[src/rtl/gate_bit_packer_if.sv]
// ============================================================================
//  Module      : gate_bit_packer_if
//  Description : Bus bundle for gate_bit_packer. Carries the single-bit input
//                handshake (in_valid/in_ready/in_bit/flush) and the packed-word
//                output handshake (out_valid/out_ready/out_data/out_len) plus
//                the emitted-word counter.
//  Modports    : master - the environment side (drives in_*, flush, out_ready)
//                slave  - the packer side (drives in_ready, out_*, word_cnt)
//  Options     : GATE_BIT_PACKER_PARITY_EN adds out_parity to the bundle.
//  Revision    : 1.0 - initial release
// ============================================================================
`default_nettype none

interface gate_bit_packer_if #(
    parameter int WIDTH = 8
);
    logic             in_valid;
    logic             in_ready;
    logic             in_bit;
    logic             flush;
    logic             out_valid;
    logic             out_ready;
    logic [WIDTH-1:0] out_data;
    logic [5:0]       out_len;
    logic [7:0]       word_cnt;
`ifdef GATE_BIT_PACKER_PARITY_EN
    logic             out_parity;
`endif

    modport master (
        output in_valid,
        output in_bit,
        output flush,
        output out_ready,
        input  in_ready,
        input  out_valid,
        input  out_data,
        input  out_len,
        input  word_cnt
`ifdef GATE_BIT_PACKER_PARITY_EN
        , input out_parity
`endif
    );

    modport slave (
        input  in_valid,
        input  in_bit,
        input  flush,
        input  out_ready,
        output in_ready,
        output out_valid,
        output out_data,
        output out_len,
        output word_cnt
`ifdef GATE_BIT_PACKER_PARITY_EN
        , output out_parity
`endif
    );
endinterface

`default_nettype wire

[src/rtl/gate_bit_packer.sv]
// ============================================================================
//  Module      : gate_bit_packer
//  Description : Collects one result bit per accepted transfer from the gate
//                stage, packs the bits LSB-first into a WIDTH-bit word and
//                presents the word on a valid/ready port. A flush closes a
//                partial word early. word_cnt counts handed-off words (mod 256).
//  Ports       : clk      - rising-edge clock
//                reset_n  - asynchronous active-low reset
//                bus      - gate_bit_packer_if.slave:
//                           in_valid/in_ready/in_bit : bit input handshake
//                           flush                    : close partial word
//                           out_valid/out_ready      : word output handshake
//                           out_data[WIDTH-1:0]      : packed word, bit 0 first
//                           out_len[5:0]             : valid bits in out_data
//                           word_cnt[7:0]            : words handed off
//                           out_parity               : XOR of word bits
//                                                      (parity build only)
//  Parameters  : WIDTH - packed word width, 2..32
//  Options     : GATE_BIT_PACKER_PARITY_EN enables the out_parity register.
//  Revision    : 1.0 - initial release
// ============================================================================
`default_nettype none

module gate_bit_packer #(
    parameter int WIDTH = 8
) (
    input  wire logic        clk,
    input  wire logic        reset_n,
    gate_bit_packer_if.slave bus
);

    typedef enum logic [0:0] {
        S_FILL = 1'b0,
        S_HOLD = 1'b1
    } state_t;

    localparam logic [5:0] c_full_len = 6'(WIDTH);

    state_t           r_state;
    state_t           w_state_nxt;
    logic [5:0]       r_count;
    logic [5:0]       w_count_nxt;
    logic [WIDTH-1:0] r_data;
    logic [WIDTH-1:0] w_data_nxt;
    logic [5:0]       r_len;
    logic [5:0]       w_len_nxt;
    logic [7:0]       r_word_cnt;
    logic [7:0]       w_word_cnt_nxt;

    logic             w_accept;
    logic             w_handshake;
    logic [5:0]       w_count_acc;

    // Acceptance depends on state only, so in_ready has no combinational
    // path from any input.
    assign w_accept    = (r_state == S_FILL) && bus.in_valid;
    assign w_handshake = (r_state == S_HOLD) && bus.out_ready;
    // Fill level including a bit accepted this cycle; a same-cycle flush
    // sees this value, so a flush alongside the completing bit yields one
    // full word and nothing extra.
    assign w_count_acc = r_count + 6'(w_accept);

    // ------------------------------------------------------------------
    // State register
    // ------------------------------------------------------------------
    always_ff @(posedge clk or negedge reset_n) begin
        if (!reset_n) begin
            r_state <= S_FILL;
        end else begin
            r_state <= w_state_nxt;
        end
    end

    // ------------------------------------------------------------------
    // Next-state and datapath next values
    // ------------------------------------------------------------------
    always_comb begin
        w_state_nxt    = r_state;
        w_count_nxt    = r_count;
        w_data_nxt     = r_data;
        w_len_nxt      = r_len;
        w_word_cnt_nxt = r_word_cnt;

        case (r_state)
            S_FILL: begin
                if (w_accept) begin
                    for (int i = 0; i < WIDTH; i++) begin
                        if (r_count == 6'(i)) begin
                            w_data_nxt[i] = bus.in_bit;
                        end
                    end
                end
                w_count_nxt = w_count_acc;
                if (w_count_acc == c_full_len) begin
                    w_state_nxt = S_HOLD;
                    w_len_nxt   = c_full_len;
                end else if (bus.flush && (w_count_acc != 6'd0)) begin
                    w_state_nxt = S_HOLD;
                    w_len_nxt   = w_count_acc;
                end
            end
            S_HOLD: begin
                // Flush and in_valid are ignored here; word is frozen.
                if (bus.out_ready) begin
                    w_state_nxt    = S_FILL;
                    w_count_nxt    = 6'd0;
                    w_data_nxt     = '0;
                    w_len_nxt      = 6'd0;
                    w_word_cnt_nxt = r_word_cnt + 8'd1;
                end
            end
            default: begin
                w_state_nxt = S_FILL;
            end
        endcase
    end

    // ------------------------------------------------------------------
    // Datapath registers
    // ------------------------------------------------------------------
    always_ff @(posedge clk or negedge reset_n) begin
        if (!reset_n) begin
            r_count    <= 6'd0;
            r_data     <= '0;
            r_len      <= 6'd0;
            r_word_cnt <= 8'd0;
        end else begin
            r_count    <= w_count_nxt;
            r_data     <= w_data_nxt;
            r_len      <= w_len_nxt;
            r_word_cnt <= w_word_cnt_nxt;
        end
    end

`ifdef GATE_BIT_PACKER_PARITY_EN
    logic r_parity;

    always_ff @(posedge clk or negedge reset_n) begin
        if (!reset_n) begin
            r_parity <= 1'b0;
        end else if (w_handshake) begin
            r_parity <= 1'b0;
        end else if (w_accept) begin
            r_parity <= r_parity ^ bus.in_bit;
        end
    end

    assign bus.out_parity = r_parity;
`endif

    // ------------------------------------------------------------------
    // Outputs
    // ------------------------------------------------------------------
    assign bus.in_ready  = (r_state == S_FILL);
    assign bus.out_valid = (r_state == S_HOLD);
    assign bus.out_data  = r_data;
    assign bus.out_len   = r_len;
    assign bus.word_cnt  = r_word_cnt;

    // Handshake is only consumed by the parity register.
    logic w_unused;
    assign w_unused = w_handshake;

endmodule

`default_nettype wire

[src/flat_wrapper.sv]
// flat-port wrapper written by rule: the top's interface ports become plain ports
module gate_bit_packer_flat 
#(
    parameter int WIDTH = 8
)
  (clk, reset_n, bus_in_valid, bus_in_bit, bus_flush, bus_out_ready, bus_in_ready, bus_out_valid, bus_out_data, bus_out_len, bus_word_cnt);
  gate_bit_packer_if #(.WIDTH(WIDTH)) bus_i ();
  input  wire logic clk;
  input  wire logic reset_n;
  input wire logic [$bits(bus_i.in_valid)-1:0] bus_in_valid;
  input wire logic [$bits(bus_i.in_bit)-1:0] bus_in_bit;
  input wire logic [$bits(bus_i.flush)-1:0] bus_flush;
  input wire logic [$bits(bus_i.out_ready)-1:0] bus_out_ready;
  output wire logic [$bits(bus_i.in_ready)-1:0] bus_in_ready;
  output wire logic [$bits(bus_i.out_valid)-1:0] bus_out_valid;
  output wire logic [$bits(bus_i.out_data)-1:0] bus_out_data;
  output wire logic [$bits(bus_i.out_len)-1:0] bus_out_len;
  output wire logic [$bits(bus_i.word_cnt)-1:0] bus_word_cnt;
  assign bus_i.in_valid = bus_in_valid;
  assign bus_i.in_bit = bus_in_bit;
  assign bus_i.flush = bus_flush;
  assign bus_i.out_ready = bus_out_ready;
  assign bus_in_ready = bus_i.in_ready;
  assign bus_out_valid = bus_i.out_valid;
  assign bus_out_data = bus_i.out_data;
  assign bus_out_len = bus_i.out_len;
  assign bus_word_cnt = bus_i.word_cnt;
  gate_bit_packer #(.WIDTH(WIDTH)) u_core (.clk(clk), .reset_n(reset_n), .bus(bus_i));
endmodule
[config.mk]
export PLATFORM = sky130hd
export DESIGN_NAME = gate_bit_packer_flat
export DESIGN_NICKNAME = d
export VERILOG_FILES = /design/src/rtl/gate_bit_packer_if.sv /design/src/rtl/gate_bit_packer.sv /design/src/flat_wrapper.sv
export SDC_FILE = /design/constraint.sdc
export NUM_CORES = 1
export LEC_CHECK = 0
export ABC_CLOCK_PERIOD_IN_PS = 2280
export BUFFER_PORTS_ARGS = -buffer_cell sky130_fd_sc_hd__buf_2
export CORE_MARGIN = 5
export CORE_UTILIZATION = 48
export CTS_BUF_LIST = sky130_fd_sc_hd__clkbuf_8 sky130_fd_sc_hd__clkbuf_16
export CTS_CLUSTER_SIZE = 28
export DETAILED_ROUTE_END_ITERATION = 10
export HOLD_SLACK_MARGIN = 0.08
export PLACE_DENSITY = 0.85
export RECOVER_POWER = 100
export SLEW_MARGIN = 20
export SYNTH_ARGS = -nofsm -noshare
export SYNTH_HDL_FRONTEND = slang
export SYNTH_SLANG_ARGS = --single-unit
[constraint.sdc]
create_clock -name clk -period 2.28 [get_ports clk]
set_input_delay 0.456 -clock clk [delete_from_list [all_inputs] [get_ports clk]]
set_output_delay 0.456 -clock clk [all_outputs]
set_load 0.02 [all_outputs]
# Word-level counts from Yosys, hierarchy flattened
# Index checks and enable logic that the tools add are counted.
dict set report word_totals {
  register_bits 29
  inputBits 6
  output_inout_bits 24
  word_cells 68
}
dict set report classes {
  addsub 2
  eq_ne 19
  mux 20
  n_bitwise 1
  reduce_logical 14
}
# operator n
set op_table {}
lappend op_table {{6-bit by 3-bit equality test with 1-bit output, second input constant} 4}
lappend op_table {{6-bit case mux with 2 select lines} 2}
lappend op_table {{3-bit AND reduction} 8}
lappend op_table {{6-bit 2-to-1 mux} 3}
lappend op_table {{2-bit by 1-bit != test with 1-bit output, second input constant} 9}
lappend op_table {{8-bit 2-to-1 mux} 2}
lappend op_table {{8-bit case mux with 2 select lines} 1}
lappend op_table {{6-bit by 2-bit equality test with 1-bit output, second input constant} 2}
lappend op_table {{1-bit 2-to-1 mux} 11}
lappend op_table {{8-bit by 1-bit adder with 8-bit output, second input constant} 1}
lappend op_table {{6-bit by 1-bit adder with 6-bit output} 1}
lappend op_table {{6-bit by 1-bit equality test with 1-bit output, second input constant} 1}
lappend op_table {{6-bit by 4-bit equality test with 1-bit output, second input constant} 1}
lappend op_table {{6-bit logical NOT} 1}
lappend op_table {{6-bit nonzero test} 1}
lappend op_table {{2-bit AND reduction} 2}
lappend op_table {{3-bit by 1-bit != test with 1-bit output, second input constant} 1}
lappend op_table {{1-bit logical AND} 2}
lappend op_table {{2-bit != test, second input constant} 1}
lappend op_table {{1-bit case mux with 2 select lines} 1}
lappend op_table {{1-bit inverter} 1}

# Longest topological paths before layout
# Gate-level depths: netlist (run 1).
dict set report logic_depth {
  ltp_word 8
  ltp_mapped 8
  depth_no_buf 8
}

# Worst setup path before layout (run 1)
# OpenSTA, ideal clock, no wires.
dict set report synth_path {
  path_kind {register -> register}
  from {register u_core.r_state (netlist: u_core.bus.out_valid)}
  to {register u_core.r_state (netlist: u_core.bus.out_valid)}
  setup_time_ps 124
  arrival_time_ps 2350
  required_time_ps 2156
  path_slack_ps -194
  path_stages_with_launch 9
  path_buffers 0
  synth_period_minus_slack_ps 2474
  cell_sequence {dfrtp_1 -> nor2b_1 -> ha_1 -> ha_1 -> or3_4 -> a311oi_4 -> nand3_2 -> mux2_4 -> or2_1}
}
dict set report synth_via {
  elab_chain_cells 8
  elab_cells_between_ends 9
  cone_classes {add/sub: 1; eq/ne: 1; mux: 3; bitwise: 1; reduce/logical: 3}
}
# element line
set synth_rtl {}
lappend synth_rtl {{start: declaration} gate_bit_packer.sv:39} ;# state_t r_state;
lappend synth_rtl {{start signal: assignment} gate_bit_packer.sv:70} ;# r_state <= w_state_nxt;
lappend synth_rtl {{1-bit inverter} n/a}
lappend synth_rtl {{1-bit logical AND} gate_bit_packer.sv:56} ;# assign w_accept = (r_state == S_FILL) && bus.in_valid;
lappend synth_rtl {{6-bit by 1-bit adder with 6-bit output} gate_bit_packer.sv:61} ;# assign w_count_acc = r_count + 6'(w_accept);
lappend synth_rtl {{6-bit nonzero test} gate_bit_packer.sv:97} ;# end else if (bus.flush && (w_count_acc != 6'd0)) begin
lappend synth_rtl {{1-bit logical AND} gate_bit_packer.sv:97}
lappend synth_rtl {{1-bit 2-to-1 mux} gate_bit_packer.sv:97}
lappend synth_rtl {{1-bit 2-to-1 mux} gate_bit_packer.sv:94} ;# if (w_count_acc == c_full_len) begin
lappend synth_rtl {{1-bit case mux with 2 select lines *} gate_bit_packer.sv:84} ;# case (r_state)
lappend synth_rtl {{net u_core.w_state_nxt} gate_bit_packer.sv:40} ;# state_t w_state_nxt;
# Mark *: on every way through the listed nets, which the timed path passes. The rest lies on a longest branch.
# A chain may end at the register's enable or synchronous reset.

# Worst setup path in the final report (run 1)
# Same ends and word-level chain as after synthesis.

==> run metrics, run 1 <==
count leader, synth dfrtp_1; worst vdd ir 648.0 uV; placed inst area 1689 um2; hold buffers post-CTS 0; FF+latch count, synth 29; Total Power 0.002338 W; post-route cell area roughly 1800 um2; Critical Path, Cell by Cell nor2b_4 -> ha_4 -> ha_4 -> buf_6 -> nand4bb_4 -> a311oi_4 -> nand3_2 -> mux2_4 -> or2_1; synthesized area 1450 um2; Distinct cells, synth 38; RSZ-0062 raised after global routing true; vias in the first global route about 1,200; Post-synth top cells dfrtp_1 (29), nand2_1 (25), mux2i_1 (10); clk_skew approximately 0.0036 ns; CTS Buffer Depth 2; post-synth top area cell dfrtp_1; Syn Nets 145; Initial DRC Count between 50 and 60; Slew Viols, Final 0; R2R depth 9; clock sink total 29; R2R Setup Slk 0.02 ns; Hold WC Path Type flip-flop to flip-flop; gr ovfl total 0; top cells by area, synth dfrtp_1 (50%), mux2i_1 (6.9%), nand2_1 (6.5%); WL final between 3000 and 4000 um; count of final setup violators 0; EDFF count, synth 0; crit path launch type flip-flop; core area around 3000 um2; max_cap viols 1; Highest Clock Rate approximately 0.44 GHz; WP data arrival between 2 and 2.5 ns; status complete, but fails checks; GPL Wtd Cong 0.8915; Leak 0.8999 nW; Mapped Cells 136; CTS root buf clkbuf_8; slew margin rel. 0.3873%; CP Max Fanout 5; fraction of layout cells with a size suffix above 1 31.03%; Critical path destination u_core.bus.out_valid; sequential share of the synthesized area about 50%; Avg WL per Cell between 15 and 20 um; Net count, final 182; Synth top area share 50.04%; WP buf/inv 1; row cnt 20; critical path startpoint u_core.bus.out_valid; Worst Path Required 2.44 ns; CP Capture Type flip-flop; drt drc 0; Cell Pwr Density 1276 nW/um2; Chip Width roughly 65 um; Crit Reg-Reg Startpoint u_core.bus.out_valid; CP dominant cell by count ha_4; DP Wirelength 2292 um; area grow syn2layout 26.32%; CTS tree yes; ANT cells 0; final core utilization 61.51%; main flop type after synthesis dfrtp_1; initial antenna violation count 0; first-pass GRT wire length 5658 um; r2r endpoint u_core.bus.out_valid; final worst-path cycle share roughly 99%; die area between 4000 and 5000 um2; Max stage delay on crit path 0.43 ns; Mean Syn Cell Area 10.66 um2; port bufs 29; CTS buffer count 5; routed vias/inst 5.628; Post-synth ARST share 100.0%; Crit path depth 9; Vias roughly 1,200; Initial DRT Pass Iterations 4; Crit-path slowest cell dfrtp_2; Initial Util ~49%; Hold Fails Final Rpt 0; DIE HEIGHT 64.97 um; largest delay contributor family on the critical path simple AND/OR/NAND/NOR gates; CTS clk-pin slew, worst paths 0.06 ns; failing checks capacitance limit; fin crit period 2.259 ns; H-tree lvl count 2; Overall Global Routing Usage between 15 and 20%; # IOs 30; largest net degree at the start of global routing 30; Post-DRT Antenna Nets 0; Worst-Margin Slew 1.494 ns; synth warn 0; Crit Path Class flip-flop to flip-flop; clk_lat worst skew around 0.28 ns
## cell type report
cell class	count	area, um2
multi-input cells	97	728.2
flip-flops and latches	29	726.9
repair buffers	37	207.7
well taps	33	41.29
inverters	3	11.26
clock inverters	2	33.78
clock buffers	6	82.58
fillers	256	1146
## worst min-delay path by stage
stage	startpoint	slack, ns	end	cells after the start
final	u_core.bus.word_cnt[7]	0.46	u_core.bus.word_cnt[7]	1
after floorplan	reset_n	0.16	u_core.bus.out_data[0]	0
after global placement	u_core.bus.word_cnt[7]	0.45	u_core.bus.word_cnt[7]	1
after detailed placement	u_core.bus.word_cnt[7]	0.45	u_core.bus.word_cnt[7]	1
after global routing	bus_out_ready	0.47	u_core.r_count[5]	2
after CTS	reset_n	0.21	u_core.r_count[1]	1
## state kept, by name, summed over array words and instances (netlist names)
name,count
u_core.bus.word_cnt,8
u_core.bus.out_len,6
u_core.bus.out_data,8
u_core.bus.out_valid,1
u_core.r_count,6
## layout by cell type, fill, tap and decap left out, types with 5 or more instances in the layout
master / synthesis / routed
mux2i_1: 10 / 10
xnor2_1: 6 / 6
clkbuf_8: 0 / 6
nor2_1: 5 / 5
buf_2: 0 / 28
dfrtp_1: 29 / 28
o22ai_1: 5 / 5
buf_4: 0 / 7
nand2_1: 25 / 25
## stage by stage
step                      TNS (ns)  std cells  hold slack [ns]  setup slack [ns]
after floorplan            -0.1813        136           0.1604           -0.1047
after global placement     -0.6129        198           0.4526           -0.1804
after detailed placement   -0.9967        198           0.4523           -0.2504
after CTS                        0        206           0.2136         0.0001403
after global routing      -0.08158        207           0.4697          -0.07355
final                            0        207           0.4596           0.02052
## logic make-up after synthesis
| family | after synthesis | synth area share, % |
|---|---|---|
| and+or+nand+nor | 55 | 19.76 |
| AOI/OAI and AO/OA | 16 | 8.974 |
| buffers and inverters | 10 | 3.106 |
| xor gates and xnor gates | 10 | 6.039 |
| adders and majority gates | 3 | 2.589 |
| muxes | 13 | 9.491 |
| DFF | 29 | 50.04 |
## where the power goes
group | internal (W) | switching (W)
Clock | 0.000351 | 0.000190
Sequential | 0.000644 | 0.000142
Combinational | 0.000454 | 0.000557
Total | 0.00145 | 0.000889
## per-layer routing
metal / GRT usage (%) / wire length [um] / vias to the layer above
li1: - / - / 551
met1: 23.16 / 1319 / 558
met2: 26.18 / 1611 / 44
met3: 6.412 / 256 / 12
met4: 6.332 / 61 / 0
met5: 0 / 0 / -
## repair_timing
item	in CTS	in global routing
gates cloned	0	0
endpoints found under the setup margin	1	5
buffers inserted	0	1
pin swaps	5	3
resized for setup	0	2
Power figures use the tool's default switching activity.
==> inputs of run 2 (changes only) <==
Settings changed: PLACE_DENSITY 0.85 to 0.74.
==> run 2 against run 1 <==
Net effect: the run ends with capacitance limit, slew limit left; power grew 0.29%; combinational power hardly changed; sequential power down 2%; hold slack got worse by 0.015 ns; final cell count grew 0.97%; via count down 2.2%; clock power barely moved; non-clock buffer count increased by 2; highest routed layer unchanged.
==> run metrics, run 2 (synthesis gave the netlist of run 1 again) <==
status complete, but fails checks; failing checks capacitance limit, slew limit; area grow syn2layout 25.37%; hold path startpoint bus_out_ready; Hold Fails Final Rpt 0 (unchanged); Worst Path Required 2.44 ns (about the same); hold buffers post-CTS 0 (unchanged); WL final 3070 um (-5.5%); GPL Wtd Cong 0.7907 (-11%); Highest Clock Rate 0.4426 GHz (about the same); Post-DRT Antenna Nets 0 (unchanged); final core utilization 61.05% (-0.46 points); CP Capture Type flip-flop; Cell Pwr Density 1290 nW/um2 (+1.0%); H-tree lvl count 2 (unchanged); ANT cells 0 (unchanged); CTS root buf clkbuf_8; CTS Buffer Depth 2 (unchanged); DP Wirelength 2207 um (-3.7%); CTS buffer count 5 (unchanged); Initial DRC Count 43 (-17%); Crit Path Class flip-flop to flip-flop; Net count, final 184 (+1.1%); commonest non-fill, non-tap cells in the layout dfrtp_1 (28), nand2_1 (25), clkbuf_1 (24); routed vias/inst 5.450 (-3.2%); row cnt 20 (unchanged); RSZ-0062 raised after global routing true; initial antenna violation count 0 (unchanged); # IOs 30 (unchanged); Leak 0.8174 nW (-9.2%); clock sink total 29 (unchanged); Worst Hold Margin 0.4443 ns (-0.01533 ns); Avg WL per Cell 14.69 um (-6.4%); final worst-path cycle share 99.09% (about the same); Worst Hold Path EP u_core.r_count[5]; Setup TNS Final 0 ns (unchanged); vias in the first global route 1,187 (+0.76%); clk_lat worst skew 0.28 ns (about the same); r2r endpoint u_core.bus.out_valid; R2R depth 9 (unchanged); Initial DRT Pass Iterations 4 (unchanged); die area 4220 um2 (unchanged); gr ovfl total 0 (unchanged); fin crit period 2.259 ns (-0.0002658 ns); Crit Reg-Reg Startpoint u_core.bus.out_valid; clk_skew 0.006328 ns (+0.002753 ns); fraction of layout cells with a size suffix above 1 18.75% (-12 points); CP Max Fanout 5 (unchanged); crit path launch type flip-flop; Slew Viols, Final 30 (+30); Initial Util 48.70% (unchanged); largest net degree at the start of global routing 30 (unchanged); CTS tree yes; worst vdd ir 584.4 uV (-9.8%); Overall Global Routing Usage 16.43% (-1.1 points); slew margin rel. -1.048% (-1.4 points); R2R Setup Slk 0.02 ns (about the same); Worst-Margin Slew 1.516 ns (+0.02153 ns); port bufs 29 (unchanged); Chip Width 64.97 um (unchanged); DIE HEIGHT 64.97 um (unchanged); worst hold path cell count 2 (+1); count of final setup violators 0 (unchanged); max_cap viols 1 (unchanged); drt drc 0 (unchanged); CTS clk-pin slew, worst paths 0.06 ns (about the same); Hold WC Path Type primary input to flip-flop; fillers 267 (+4.3%); core area 2978 um2 (unchanged); commonest non-fill, non-tap cell in the layout dfrtp_1; WP data arrival 2.42 ns (about the same); Vias 1,139 (-2.2%); first-pass GRT wire length 5388 um (-4.8%)
-- run 2: timing repair --
item / CTS / global route
gates cloned: 0 / 0
endpoints found under the setup margin: 1 / 4
pin swaps: 5 / 5
resized for setup: 0 / 2
buffers inserted: 1 / 1
endpoints found under the hold margin: 0 / 0
-- run 2: final cells by class --
cell class	instances	area (um2)	area share [%]
clock inverters	2	33.78	1.858
well taps	33	41.29	2.271
clock buffers	6	82.58	4.542
flip-flops and latches	29	726.9	39.99
repair buffers	39	193.9	10.67
inverters	3	11.26	0.6194
multi-input cells	97	728.2	40.06
-- run 2: report_power, final --
group	internal, W	switching (W)	total (W)
clock	0.000351	0.000189	0.000540
combinational	0.000461	0.000573	0.00103
sequential	0.000644	0.000127	0.000771
total	0.00146	0.000888	0.00234
-- run 2: per-layer routing --
layer	wire length, um	up-vias	global-route usage (%)
li1	-	551	-
met1	1392	553	19.78
met4	18	0	3.958
met5	0	-	0
met2	1469	33	28.48
met3	189	2	5.026
-- run 2: worst max-delay path by stage --
stage	depth (start not counted)	startpoint	to
after global placement	9	bus_in_valid	u_core.bus.out_valid
after floorplan	8	bus_in_valid	u_core.bus.out_valid
final	9	u_core.bus.out_valid	u_core.bus.out_valid
after global routing	9	u_core.bus.out_valid	u_core.bus.out_valid
after CTS	8	u_core.bus.out_valid	u_core.bus.out_valid
after detailed placement	9	bus_in_valid	u_core.bus.out_valid
-- run 2: stage by stage --
step / power (W) / instance area [um2] / setup slack, ns / cells
floorplan: 0.001469 / 1484 / -0.1047 / 136
global placement: 0.001764 / 1697 / -0.1969 / 199
detailed placement: 0.001796 / 1697 / -0.2425 / 199
CTS: 0.002376 / 1821 / -0.02000 / 208
global route: 0.002505 / 1818 / -0.05696 / 209
finish: 0.002345 / 1818 / 0.02078 / 209
-- run 2: worst max-delay path: stages (launching register included) --
cell       delay (ns)
dfrtp_2          0.42
nor2b_4          0.14
ha_4             0.16
ha_4             0.14
buf_6            0.11
nand4bb_4        0.11
a311oi_4         0.34
nand3_2          0.14
mux2_4           0.37
or2_1            0.22
==> inputs of run 3 (changes only) <==
Settings changed: BUFFER_PORTS_ARGS -buffer_cell sky130_fd_sc_hd__buf_2 to not set, CORE_UTILIZATION 48 to 55, DONT_BUFFER_PORTS set to 1, PLACE_DENSITY 0.74 to 0.73, REMOVE_ABC_BUFFERS set to 1.
==> run 3 against run 2 <==
Net effect: the flow finishes with violations (setup timing); first-iteration DRC count down 12%; die area down 11%; global-route usage up 1.9 points; sequential cell count unchanged; largest cell class is now registers; clock skew down 0.0033 ns; non-clock buffer count down 28; power down 10%; hold slack worse by 0.18 ns; largest power group is now sequential cells; register-to-register slack worse by 0.07 ns; sequential power up 17%; sequential share of layout area up 3.8 points; critical endpoint unchanged.
==> run metrics, run 3 (synthesis gave the netlist of run 1 again) <==
status complete, but fails checks; failing checks setup timing; CP Capture Type flip-flop; # IOs 30 (unchanged); Chip Width 61.35 um (-5.6%); Initial DRC Count 38 (-12%); die area 3764 um2 (-11%); core area 2500 um2 (-16%); Hold Fails Final Rpt 0 (unchanged); R2R Setup Slk -0.05 ns (-0.07 ns); clock sink total 29 (unchanged); CTS clk-pin slew, worst paths 0.06 ns (about the same); Initial Util 58.01% (+9.3 points); Total Power 0.002106 W (-10%); Overall Global Routing Usage 18.34% (+1.9 points); CTS buffer count 5 (unchanged); WL final 3018 um (-1.7%); RSZ-0062 raised after global routing true; Critical path destination u_core.bus.out_valid; row cnt 18 (-10%); Net count, final 156 (-15%); Cell Pwr Density 1271 nW/um2 (-1.5%); port bufs 0 (-100%); Post-DRT Antenna Nets 0 (unchanged); ANT cells 0 (unchanged); Vias 1,009 (-11%); clk_lat worst skew 0.27 ns (about the same); Avg WL per Cell 17.05 um (+16%); largest net degree at the start of global routing 30 (unchanged); Crit Reg-Reg Startpoint u_core.bus.out_valid; CP Max Fanout 5 (unchanged); commonest non-fill, non-tap cell in the layout dfrtp_1; H-tree lvl count 2 (unchanged); drt drc 0 (unchanged); r2r endpoint u_core.bus.out_valid; Initial DRT Pass Iterations 4 (unchanged); area grow syn2layout 14.32%; crit path launch type flip-flop; CTS Buffer Depth 2 (unchanged); final worst-path cycle share 102.1% (+3.0 points); Highest Clock Rate 0.4297 GHz (-2.9%); Slew Viols, Final 0 (-100%); DP Wirelength 2037 um (-7.7%); CTS tree yes; min setup slack post-route -0.04746 ns (-0.06824 ns); final cell count without fillers 177 (-15%); placed cell count 167 (-16%); critical path startpoint u_core.bus.out_valid; fin crit period 2.327 ns (+0.06824 ns); GPL Wtd Cong 0.8179 (+3.4%); initial antenna violation count 0 (unchanged); max_cap viols 0 (-1); DIE HEIGHT 61.35 um (-5.6%); Leak 0.7678 nW (-6.1%); slew margin rel. 17.70% (+19 points); Setup TNS Final -0.04746 ns (-0.04746 ns); first-pass GRT wire length 4899 um (-9.1%); CTS root buf clkbuf_8; R2R depth 9 (unchanged); vias in the first global route 1,013 (-15%); routed vias/inst 5.701 (+4.6%); WP data arrival 2.48 ns (+0.06 ns); Hold WC Path Type primary input to flip-flop; gr ovfl total 0 (unchanged); count of final setup violators 1 (+1); Crit Path Class flip-flop to flip-flop; Worst-Margin Slew 1.235 ns (-0.2811 ns); Worst Path Required 2.44 ns (about the same); commonest non-fill, non-tap cells in the layout dfrtp_1 (29), nand2_1 (25), mux2i_1 (10); clk_skew 0.003078 ns (-0.003250 ns); fraction of layout cells with a size suffix above 1 17.01% (-1.7 points); worst vdd ir 908.7 uV (+55%)
[run 3: per-layer routing]
layer / vias to the layer above / global-route usage (%) / wire, um
met5: - / 0 / 0
met4: 0 / 7.576 / 49
met3: 6 / 5.660 / 178
met2: 21 / 27.95 / 1434
met1: 485 / 24.40 / 1356
li1: 497 / - / -
[run 3: cell type report]
type	count	area, um2
multi-input cells	97	703.2
clock inverters	1	3.754
clock buffers	6	82.58
flip-flops and latches	29	725.7
well taps	30	37.54
repair buffers	11	93.84
fillers	189	842.1
inverters	3	11.26
[run 3: worst min-delay path by stage]
stage                        from                      to  slack (ns)  cells past startpoint
floorplan                 reset_n  u_core.bus.out_data[0]        0.16                      0
global placement          reset_n  u_core.bus.word_cnt[7]        0.16                      0
detailed placement        reset_n  u_core.bus.out_data[7]        0.16                      0
CTS                 bus_out_ready       u_core.r_count[5]        0.26                      1
global route        bus_out_ready       u_core.r_count[5]        0.26                      1
finish              bus_out_ready       u_core.r_count[5]        0.26                      1
[run 3: repair_timing]
item / 4_1_cts / 5_1_grt
cloned: 0 / 0
pin swaps: 4 / 3
hold endpoints to repair: 29 / 0
hold buffers: 2 / 0
endpoints found under the setup margin: 4 / 7
buffers inserted: 1 / 0
resized for setup: 3 / 3
[run 3: critical path, cell delays in order (launching register included)]
cell and delay (ns):
dfrtp_1 0.38, nor2b_2 0.13, ha_2 0.22, ha_4 0.15, buf_6 0.10, nand4_1 0.14, a311oi_4 0.38, nand3_2 0.13
mux2_4 0.37, or2_1 0.21
[run 3: stage by stage]
step	util, %	cell area (um2)	setup slack (ns)	hold slack [ns]
after floorplan	-	1416	-0.3432	0.1604
after global placement	60.56	1514	-0.1227	0.1612
final	66.32	1658	-0.04746	0.2630
after global routing	66.32	1658	-0.1224	0.2558
after CTS	66.12	1653	-0.01931	0.2567
after detailed placement	60.56	1514	-0.1890	0.1613
[run 3: report_power, final]
part | switching [W] | internal (W)
logic | 0.000405 | 0.000393
clock network | 0.000175 | 0.000234
registers | 0.000258 | 0.000641
total | 0.000838 | 0.00127
